$ cat src/rtl/led_seq_ctrl.sv
// led_seq_ctrl: sequenced ROM address generator for LED pattern playback.
// Handles segment first/last, four play modes, pause/stop and a tick prescaler.
// ROM data is registered onto the LED bus once the ROM read latency has elapsed.
// Optional macro LED_BLANK_EN: blanks led to 8'h00 in IDLE and DONE.
module led_seq_ctrl #(
  parameter int unsigned ADR_W   = 5,
  parameter int unsigned SPD_W   = 4,
  parameter int unsigned ROM_LAT = 1
) (
  input  logic             CLK,
  input  logic             RESET,
  input  logic             tick,
  input  logic             start,
  input  logic             stop,
  input  logic             pause,
  input  logic [1:0]       mode,
  input  logic [SPD_W-1:0] speed,
  input  logic [ADR_W-1:0] seg_first,
  input  logic [ADR_W-1:0] seg_last,
  input  logic [7:0]       rom_q,
  output logic [ADR_W-1:0] adr,
  output logic [7:0]       led,
  output logic             busy,
  output logic             paused,
  output logic             done,
  output logic             err
);

  localparam logic [1:0] S_IDLE  = 2'd0;
  localparam logic [1:0] S_RUN   = 2'd1;
  localparam logic [1:0] S_PAUSE = 2'd2;
  localparam logic [1:0] S_DONE  = 2'd3;

  localparam logic [1:0] M_FWD  = 2'd0;
  localparam logic [1:0] M_REV  = 2'd1;
  localparam logic [1:0] M_PING = 2'd2;

  localparam int unsigned PIPE_W = ROM_LAT + 1;
  localparam logic [ADR_W-1:0] ADR_ONE = ADR_W'(1);
  localparam logic [SPD_W-1:0] SPD_ONE = SPD_W'(1);

  logic [1:0]        state, state_d;
  logic [ADR_W-1:0]  adr_d;
  logic [SPD_W-1:0]  pre, pre_d;
  logic              dir, dir_d;          // 1 = counting down (ping-pong only)
  logic [ADR_W-1:0]  first_r, first_d;
  logic [ADR_W-1:0]  last_r, last_d;
  logic [1:0]        mode_r, mode_d;
  logic [PIPE_W-1:0] pipe, pipe_d;
  logic [7:0]        led_d;
  logic              err_d;
  logic              strobe_c;
  logic              take_start_c;
  logic [ADR_W-1:0]  adv_adr_c;
  logic              adv_dir_c;
  logic              adv_fin_c;

  // Next address for one advance step under the latched mode
  always_comb begin
    adv_adr_c = adr;
    adv_dir_c = dir;
    adv_fin_c = 1'b0;
    case (mode_r)
      M_FWD:  adv_adr_c = (adr == last_r) ? first_r : adr + ADR_ONE;
      M_REV:  adv_adr_c = (adr == first_r) ? last_r : adr - ADR_ONE;
      M_PING: begin
        if (first_r != last_r) begin
          if (!dir) begin
            if (adr == last_r) begin
              adv_dir_c = 1'b1;
              adv_adr_c = last_r - ADR_ONE;
            end else begin
              adv_adr_c = adr + ADR_ONE;
            end
          end else begin
            if (adr == first_r) begin
              adv_dir_c = 1'b0;
              adv_adr_c = first_r + ADR_ONE;
            end else begin
              adv_adr_c = adr - ADR_ONE;
            end
          end
        end
      end
      default: begin
        if (adr == last_r) adv_fin_c = 1'b1;
        else               adv_adr_c = adr + ADR_ONE;
      end
    endcase
  end

  // FSM next state, playback datapath and LED capture
  always_comb begin
    state_d      = state;
    adr_d        = adr;
    pre_d        = pre;
    dir_d        = dir;
    first_d      = first_r;
    last_d       = last_r;
    mode_d       = mode_r;
    err_d        = 1'b0;
    strobe_c     = 1'b0;
    take_start_c = 1'b0;
    case (state)
      S_IDLE: begin
        if (start && !stop) take_start_c = 1'b1;
      end
      S_RUN, S_PAUSE: begin
        if (stop) begin
          state_d = S_IDLE;
        end else if (start) begin
          take_start_c = 1'b1;
        end else if (pause) begin
          state_d = (state == S_RUN) ? S_PAUSE : S_RUN;
        end else if (state == S_RUN && tick) begin
          if (pre == speed) begin
            pre_d = '0;
            if (adv_fin_c) begin
              state_d = S_DONE;
            end else begin
              adr_d    = adv_adr_c;
              dir_d    = adv_dir_c;
              strobe_c = 1'b1;
            end
          end else begin
            pre_d = pre + SPD_ONE;
          end
        end
      end
      default: state_d = S_IDLE;
    endcase
    if (take_start_c) begin
      if (seg_first <= seg_last) begin
        first_d  = seg_first;
        last_d   = seg_last;
        mode_d   = mode;
        adr_d    = (mode == M_REV) ? seg_last : seg_first;
        pre_d    = '0;
        dir_d    = 1'b0;
        state_d  = S_RUN;
        strobe_c = 1'b1;
      end else begin
        err_d = 1'b1;
      end
    end
    pipe_d = stop ? '0 : {pipe[PIPE_W-2:0], strobe_c};
    led_d  = led;
    if (pipe[PIPE_W-1] && !stop) led_d = rom_q;
`ifdef LED_BLANK_EN
    if (state_d == S_IDLE || state_d == S_DONE) led_d = '0;
`endif
  end

  // State and output registers
  always_ff @(posedge CLK or posedge RESET) begin
    if (RESET) begin
      state   <= S_IDLE;
      adr     <= '0;
      pre     <= '0;
      dir     <= 1'b0;
      first_r <= '0;
      last_r  <= '0;
      mode_r  <= '0;
      pipe    <= '0;
      led     <= '0;
      busy    <= 1'b0;
      paused  <= 1'b0;
      done    <= 1'b0;
      err     <= 1'b0;
    end else begin
      state   <= state_d;
      adr     <= adr_d;
      pre     <= pre_d;
      dir     <= dir_d;
      first_r <= first_d;
      last_r  <= last_d;
      mode_r  <= mode_d;
      pipe    <= pipe_d;
      led     <= led_d;
      busy    <= (state_d == S_RUN) || (state_d == S_PAUSE);
      paused  <= (state_d == S_PAUSE);
      done    <= (state_d == S_DONE);
      err     <= err_d;
    end
  end

endmodule

$ cat config.mk
export PLATFORM = sky130hd
export DESIGN_NAME = led_seq_ctrl
export DESIGN_NICKNAME = d
export VERILOG_FILES = /design/src/rtl/led_seq_ctrl.sv
export SDC_FILE = /design/constraint.sdc
export NUM_CORES = 1
export LEC_CHECK = 0
export CAP_MARGIN = 10
export CORE_MARGIN = 2
export CORE_UTILIZATION = 45
export DETAILED_ROUTE_END_ITERATION = 12
export GPL_ROUTABILITY_DRIVEN = 0
export PLACE_DENSITY = 0.81
export SETUP_SLACK_MARGIN = 0.3
export SLEW_MARGIN = 5
export SYNTH_ARGS = -nofsm -noshare
export SYNTH_HDL_FRONTEND = slang
export SYNTH_SLANG_ARGS = --single-unit
$ cat constraint.sdc
create_clock -name CLK -period 2.7 [get_ports CLK]
set_input_delay 0.27 -clock CLK [delete_from_list [all_inputs] [get_ports CLK]]
set_output_delay 0.27 -clock CLK [all_outputs]
set_load 0.05 [all_outputs]
; Word-level counts from Yosys, hierarchy flattened
; Cells that the tools add are included.
; W data, S select, Z words.
[classes]
magnitude_cmp = 1
add_sub_neg = 5
n_mux = 66
n_eq_ne = 12
reduce_logical = 10
[op_table]
columns = operator, n
row1 = $mux W5, 17
row2 = $mux W4, 8
row3 = $mux W1, 28
row4 = $mux W2, 10
row5 = $pmux W5 S3, 1
row6 = $add A5 B1 Y5 const B, 2
row7 = $eq A5 B5 Y1, 2
row8 = $sub A5 B1 Y5 const B, 2
row9 = $eq A2 B1 Y1 const B, 4
row10 = $eq A2 B2 Y1 const B, 4
row11 = $le A5 B5 Y1, 1
row12 = $ne A5 B5 Y1, 1
row13 = $add A4 B1 Y4 const B, 1
row14 = $eq A4 B4 Y1, 1
row15 = $logic_not A2 Y1, 2
row16 = $pmux W2 S2, 1
row17 = $logic_and A1 B1 Y1, 3
row18 = $reduce_or A3 Y1, 1
row19 = $pmux W1 S2, 1
row20 = $reduce_and A2 Y1, 1
row21 = $reduce_or A2 Y1, 1
row22 = $logic_not A1 Y1, 1
row23 = $logic_or A1 B1 Y1, 1
[totals]
output_inout_bits = 17
in_bits = 30
elab_cells = 107
register_bits = 38

; Depth between registers and ports, before layout
[logic_depth]
depth_word = 14
ltp_mapped = 11
depth_no_buf = 9

; Worst setup path before layout
; No wires, ideal clock.
[synth_timing]
path_type = reg2reg
from = register adr[1]
to = register busy
slack_ns = 0.189
path_stages_with_launch = 10
required_time_ns = 2.574
arrival_ns = 2.385
n_path_buf = 1
setup_time_ns = 0.126
synth_period_minus_slack_ns = 2.511
path_cell_list = dfrtp_1 buf_2 xnor2_1 nand4_1 nor2_1 a31oi_1 nor2_1 a31oi_1 nor4_1 ha_1
[synth_via]
elab_chain_cells = 14
word_cells_on_any_way = 15
cone_classes = 3 x eq/ne / 11 x mux / 1 x reduce/logical
[synth_rtl]
columns = element, line_no
row1 = "start, declared", 21  ; output logic [ADR_W-1:0] adr,
row2 = "start signal, assigned", 172  ; adr <= adr_d;
row3 = $eq A5 B5 Y1 *, 86  ; if (adr == last_r) adv_fin_c = 1'b1;
row4 = $mux W1 *, 86
row5 = $mux W1 *, 63  ; case (mode_r)
row6 = $mux W2 *, 118  ; if (adv_fin_c) begin
row7 = $mux W2 *, 116  ; if (pre == speed) begin
row8 = $mux W2 *, 115  ; end else if (state == S_RUN && tick) begin
row9 = $mux W2 *, 113  ; end else if (pause) begin
row10 = $mux W2 *, 111  ; end else if (start) begin
row11 = $mux W2 *, 109  ; if (stop) begin
row12 = $pmux W2 S2 *, 104  ; case (state)
row13 = $mux W2, 133  ; if (seg_first <= seg_last) begin
row14 = $mux W2 *, 132  ; if (take_start_c) begin
row15 = via state_d[1], 42  ; logic [1:0] state, state_d;
row16 = $eq A2 B1 Y1 / $eq A2 B2 Y1 (equally long branches), 180  ; busy <= (state_d == S_RUN) || (state_d == S_PAUSE);
row17 = $logic_or A1 B1 Y1 *, 180
row18 = "end signal, assigned", 180
row19 = "end, declared", 23  ; output logic busy,
; Mark *: on every way through the listed nets, which the timed path passes. The rest lies on a longest branch.
; A chain may end at the register's enable or synchronous reset.

; Worst setup path in the final report
[layout_timing]
from = input port seg_last[1]
to = register paused
[layout_via]
elab_chain_cells = 4
[layout_rtl]
columns = element, line_no
row1 = "start, declared", 19  ; input logic [ADR_W-1:0] seg_last,
row2 = $le A5 B5 Y1, 133
row3 = $mux W2, 133
row4 = $mux W2, 132
row5 = via state_d[1], 42
row6 = $eq A2 B2 Y1, 181  ; paused <= (state_d == S_PAUSE);
row7 = "end signal, assigned", 181
row8 = "end, declared", 24  ; output logic paused,
; The timed path passes the listed nets, and every way through them passes these cells.

==> impl_metrics.py <==
metrics = {
    "layout": {
        "sequential_area_sq_um": 955,
        "nFillCells": 537,
        "diodes": 0,
        "areaGrowthSynthToFinish_pct": 24.1,
        "fin_area_sq_um": 3590,
        "multi_input_comb_area_sq_um": 1800,
        "num-nets-final": 408,
        "final_cell_count_no_fill": 441,
        "layout-drive-gt1-share_pct": 17.3,
        "final_util_pct": 57.2,
    },
    "synthesis": {
        "asyncSetResetFlopFracSynth_pct": 100,
        "post_synth_instance_area_sq_um": 2890,
        "synth_seq_cells": 38,
        "syn-mean-instance-area_sq_um": 9.12,
        "synth-seq-area-share_pct": 32.9,
        "postSynthNetCount": 362,
        "ys_dominant_reg_cell": "dfrtp_1",
        "post-synth-top-area-cell": "dfrtp_1",
        "synth_enable_flop_cells": 0,
        "syn-instance-count": 317,
        "synth.top_cells.by_area": "dfrtp_1 (33%), mux2_2 (7.0%), xnor2_1 (7.0%), ha_1 (6.5%), o211ai_1 (3.4%)",
        "synth.distinct_cells": 54,
        "synth_largest_type_area_fraction_pct": 32.9,
        "ys.warnings.count": 0,
    },
    "setup_path": {
        "crit_required_ns": 2.87,
        "worst_ep_arrival_time_ns": 2.55,
        "critical_path_class": "in2reg",
        "end_kind": "flop",
        "crit_fanout": 4,
        "critPathLaunchType": "primary input",
    },
    "die": {
        "core.rowCount": 29,
        "starting_density_of_the_core_pct": 46.1,
        "chipHeight_um": 84.2,
        "fp.coreArea_sq_um": 6280,
        "boundaryPins": 47,
        "dieArea_sq_um": 7080,
        "die_w_um": 84.2,
    },
    "hold_path": {
        "holdCritPathClass": "in2async",
    },
    "timing": {
        "rsz0062_at_grt": "true",
        "maxSlewViolCount": 0,
        "max_slew.worst_pin.slew_ns": 0.834,
        "timing.final.setup_violations": 0,
        "totalNegativeSetupSlack_ns": 0,
        "fmaxAchievable_mhz": 420,
        "clock-skew-final_ns": 0.00669,
        "post-route-period-util_pct": 88.1,
        "max-slew-margin-rel_pct": 44.4,
        "fin_crit_ns": 2.38,
        "endpoints_failing_hold": 0,
    },
    "place": {
        "postPlaceCellArea_sq_um": 3420,
        "dpl.cell_count": 431,
        "detailedPlacementHpwl_um": 5480,
        "port-buffer-count": 46,
    },
    "route": {
        "dr_total_vias": 2620,
        "vias_per_cell": 5.94,
        "post_drt_wl_per_cell_um": 17.1,
        "drt.antenna.violating_nets": 0,
        "wl_um": 7540,
        "starting_drc_count_in_detailed_routing": 192,
        "route.detailed.drc": 0,
        "number_of_iterations_in_the_first_detailed_routing_pass": 5,
    },
    "power_and_ir_drop": {
        "power.density_cell_area_nw_per_um2": 1120,
        "p_seq_share_pct": 28.5,
        "peakVddDrop_mv": 0.546,
        "power_uw": 4030,
        "p_int_uw": 2040,
        "total_leakage_power_uw": 0.00147,
        "p_comb_share_pct": 61.3,
        "power.share.clock_pct": 10.3,
        "p_sw_share_pct": 49.3,
        "power.switching_uw": 1980,
    },
    "grt": {
        "grt_pass1_wl_um": 12500,
        "antenna_found_initial": 0,
        "grt_use_total_pct": 21.6,
        "grt_start_max_net_pins": 24,
        "grt_pass1_vias": 2591,
        "grt.overflow.total": 0,
    },
    "clock_network": {
        "ctsHoldBuffers": 0,
        "clk_pin_slew_ns": 0.08,
        "cts-root-buf": "clkbuf_8",
        "tritoncts": "built",
        "cts.sink_count": 38,
        "numCtsBuffers": 5,
        "ctsLongestPathBuffers": 2,
        "worst_skew_pair_latency_ns": 0.29,
        "htree_levels": 2,
    },
    "job": {
        "max_cap_violations": 0,
    },
    "outcome": {
        "result_of_the_run": "complete, no violations",
    },
}
==> synth_stat cells, types with 8 or more instances <==
master     n
o21ai_0   18
nand3_1   10
mux2_2    18
a31oi_1    8
ha_1      15
nor3_1     8
buf_2      9
o211ai_1  13
nor2_1    21
inv_1     17
dfrtp_1   38
xnor2_1   23
nand2_1   25
a21oi_1    8
==> worst paths after layout <==
path                                    startpoint  cells past startpoint                     to  slack, ns
worst min-delay path                         RESET                      2      pipe[1]$_DFF_PP0_       0.45
max in group asynchronous                    RESET                      3  last_r[2]$_DFFE_PP0P_       1.54
worst min register to register   pipe[0]$_DFF_PP0_                      1      pipe[1]$_DFF_PP0_       0.48
worst max-delay path                   seg_last[1]                     12       paused$_DFF_PP0_       0.32
min in group CLK                 pipe[0]$_DFF_PP0_                      1      pipe[1]$_DFF_PP0_       0.48
worst max register to register  state[0]$_DFF_PP0_                      8       adr[3]$_DFF_PP0_       0.39
==> placed cells by master, fill, tap and decap left out, drive strengths merged, types with 3 or more instances in the layout <==
| master | n |
|---|---|
| clkdlybuf4s50 | 46 |
| dfrtp | 38 |
| nand2 | 25 |
| xnor2 | 23 |
| nor2 | 23 |
| o21ai | 20 |
| mux2 | 18 |
| inv | 17 |
| ha | 15 |
| buf | 15 |
| o211ai | 13 |
| nand3 | 11 |
| a21oi | 8 |
| a31oi | 8 |
| nor3 | 8 |
| xor2 | 7 |
| clkbuf | 6 |
| o21a | 6 |
| nand2b | 6 |
| o2111ai | 4 |
| nor2b | 4 |
| o31ai | 4 |
| nand4 | 3 |
| o31a | 3 |
| a211oi | 3 |
==> logic make-up (layout without fill, tap and decap cells) <==
kind of cell,Yosys count,count (layout),share of synthesized area [%]
AND/OR/NAND/NOR,94,94,17.5
AO/OA/AOI/OAI,82,82,19.9
buffers and inverters,39,86,6.75
flip-flops,38,38,32.9
XOR/XNOR,30,30,9.09
multiplexers,19,19,7.36
adder cells (fa/ha/maj),15,15,6.49
==> worst max-delay path, cell delays in order <==
cell and delay, ns:
clkdlybuf4s50_1 0.49, inv_1 0.07, ha_1 0.28, nor2b_1 0.14
o21a_1 0.21, o31ai_4 0.22, nor2b_4 0.22, buf_4 0.17
nor4_4 0.05, buf_4 0.15, buf_4 0.12, ha_1 0.17
==> layout make-up <==
cell class                      count  share of cell area (%)
Multi-Input combinational cell    240                    50.1
Sequential cell                    38                    26.6
Timing Repair Buffer               61                    16.2
Tap cell                           77                    2.68
Clock buffer                        6                    2.30
Inverter                           17                    1.78
Clock inverter                      2                   0.349
==> flip-flops by register name (all words and copies together), names as in the netlist <==
| signal | cells |
|---|---|
| last_r | 5 |
| first_r | 5 |
| pipe | 2 |
| state | 2 |
| mode_r | 2 |
| busy | 1 |
| pre | 4 |
| adr | 5 |
| done | 1 |
| paused | 1 |
| err | 1 |
| dir | 1 |
| led | 8 |
==> routing by layer <==
metal | vias to the layer above | wire length (um) | share of wire [%] | track usage, %
li1 | 1233 | - | - | -
met1 | 1242 | 3140 | 42 | 27.5
met2 | 125 | 3740 | 50 | 36.6
met3 | 20 | 508 | 6.7 | 5.21
met4 | 0 | 156 | 2.1 | 6.30
met5 | - | 0 | 0 | 0
==> timing repair <==
item,4_1_cts,5_1_grt
pin swaps,0,1
setup endpoints to repair,8,15
gates resized for setup,3,8
endpoints found under the hold margin,0,0
buffers inserted,0,2
==> power by group through the flow <==
| stage | clock [uW] | combinational, uW | sequential [uW] |
|---|---|---|---|
| 6_report | 413 | 2470 | 1150 |
| 3_3_place_gp | 0 | 2280 | 1130 |
| 5_1_grt | 450 | 2640 | 1180 |
| 4_1_cts | 420 | 2370 | 1130 |
| 3_5_place_dp | 0 | 2340 | 1140 |
| 2_1_floorplan | 0 | 1540 | 1340 |
==> stage by stage <==
| stage | hold WS, ns | setup WS (ns) |
|---|---|---|
| 4_1_cts | 0.466 | 0.340 |
| 3_3_place_gp | 0.459 | 0.139 |
| 6_report | 0.445 | 0.321 |
| 5_1_grt | 0.494 | 0.251 |
| 3_5_place_dp | 0.465 | -0.0212 |
| 2_1_floorplan | 0.387 | 0.338 |
(Power assumes the default switching activity.)
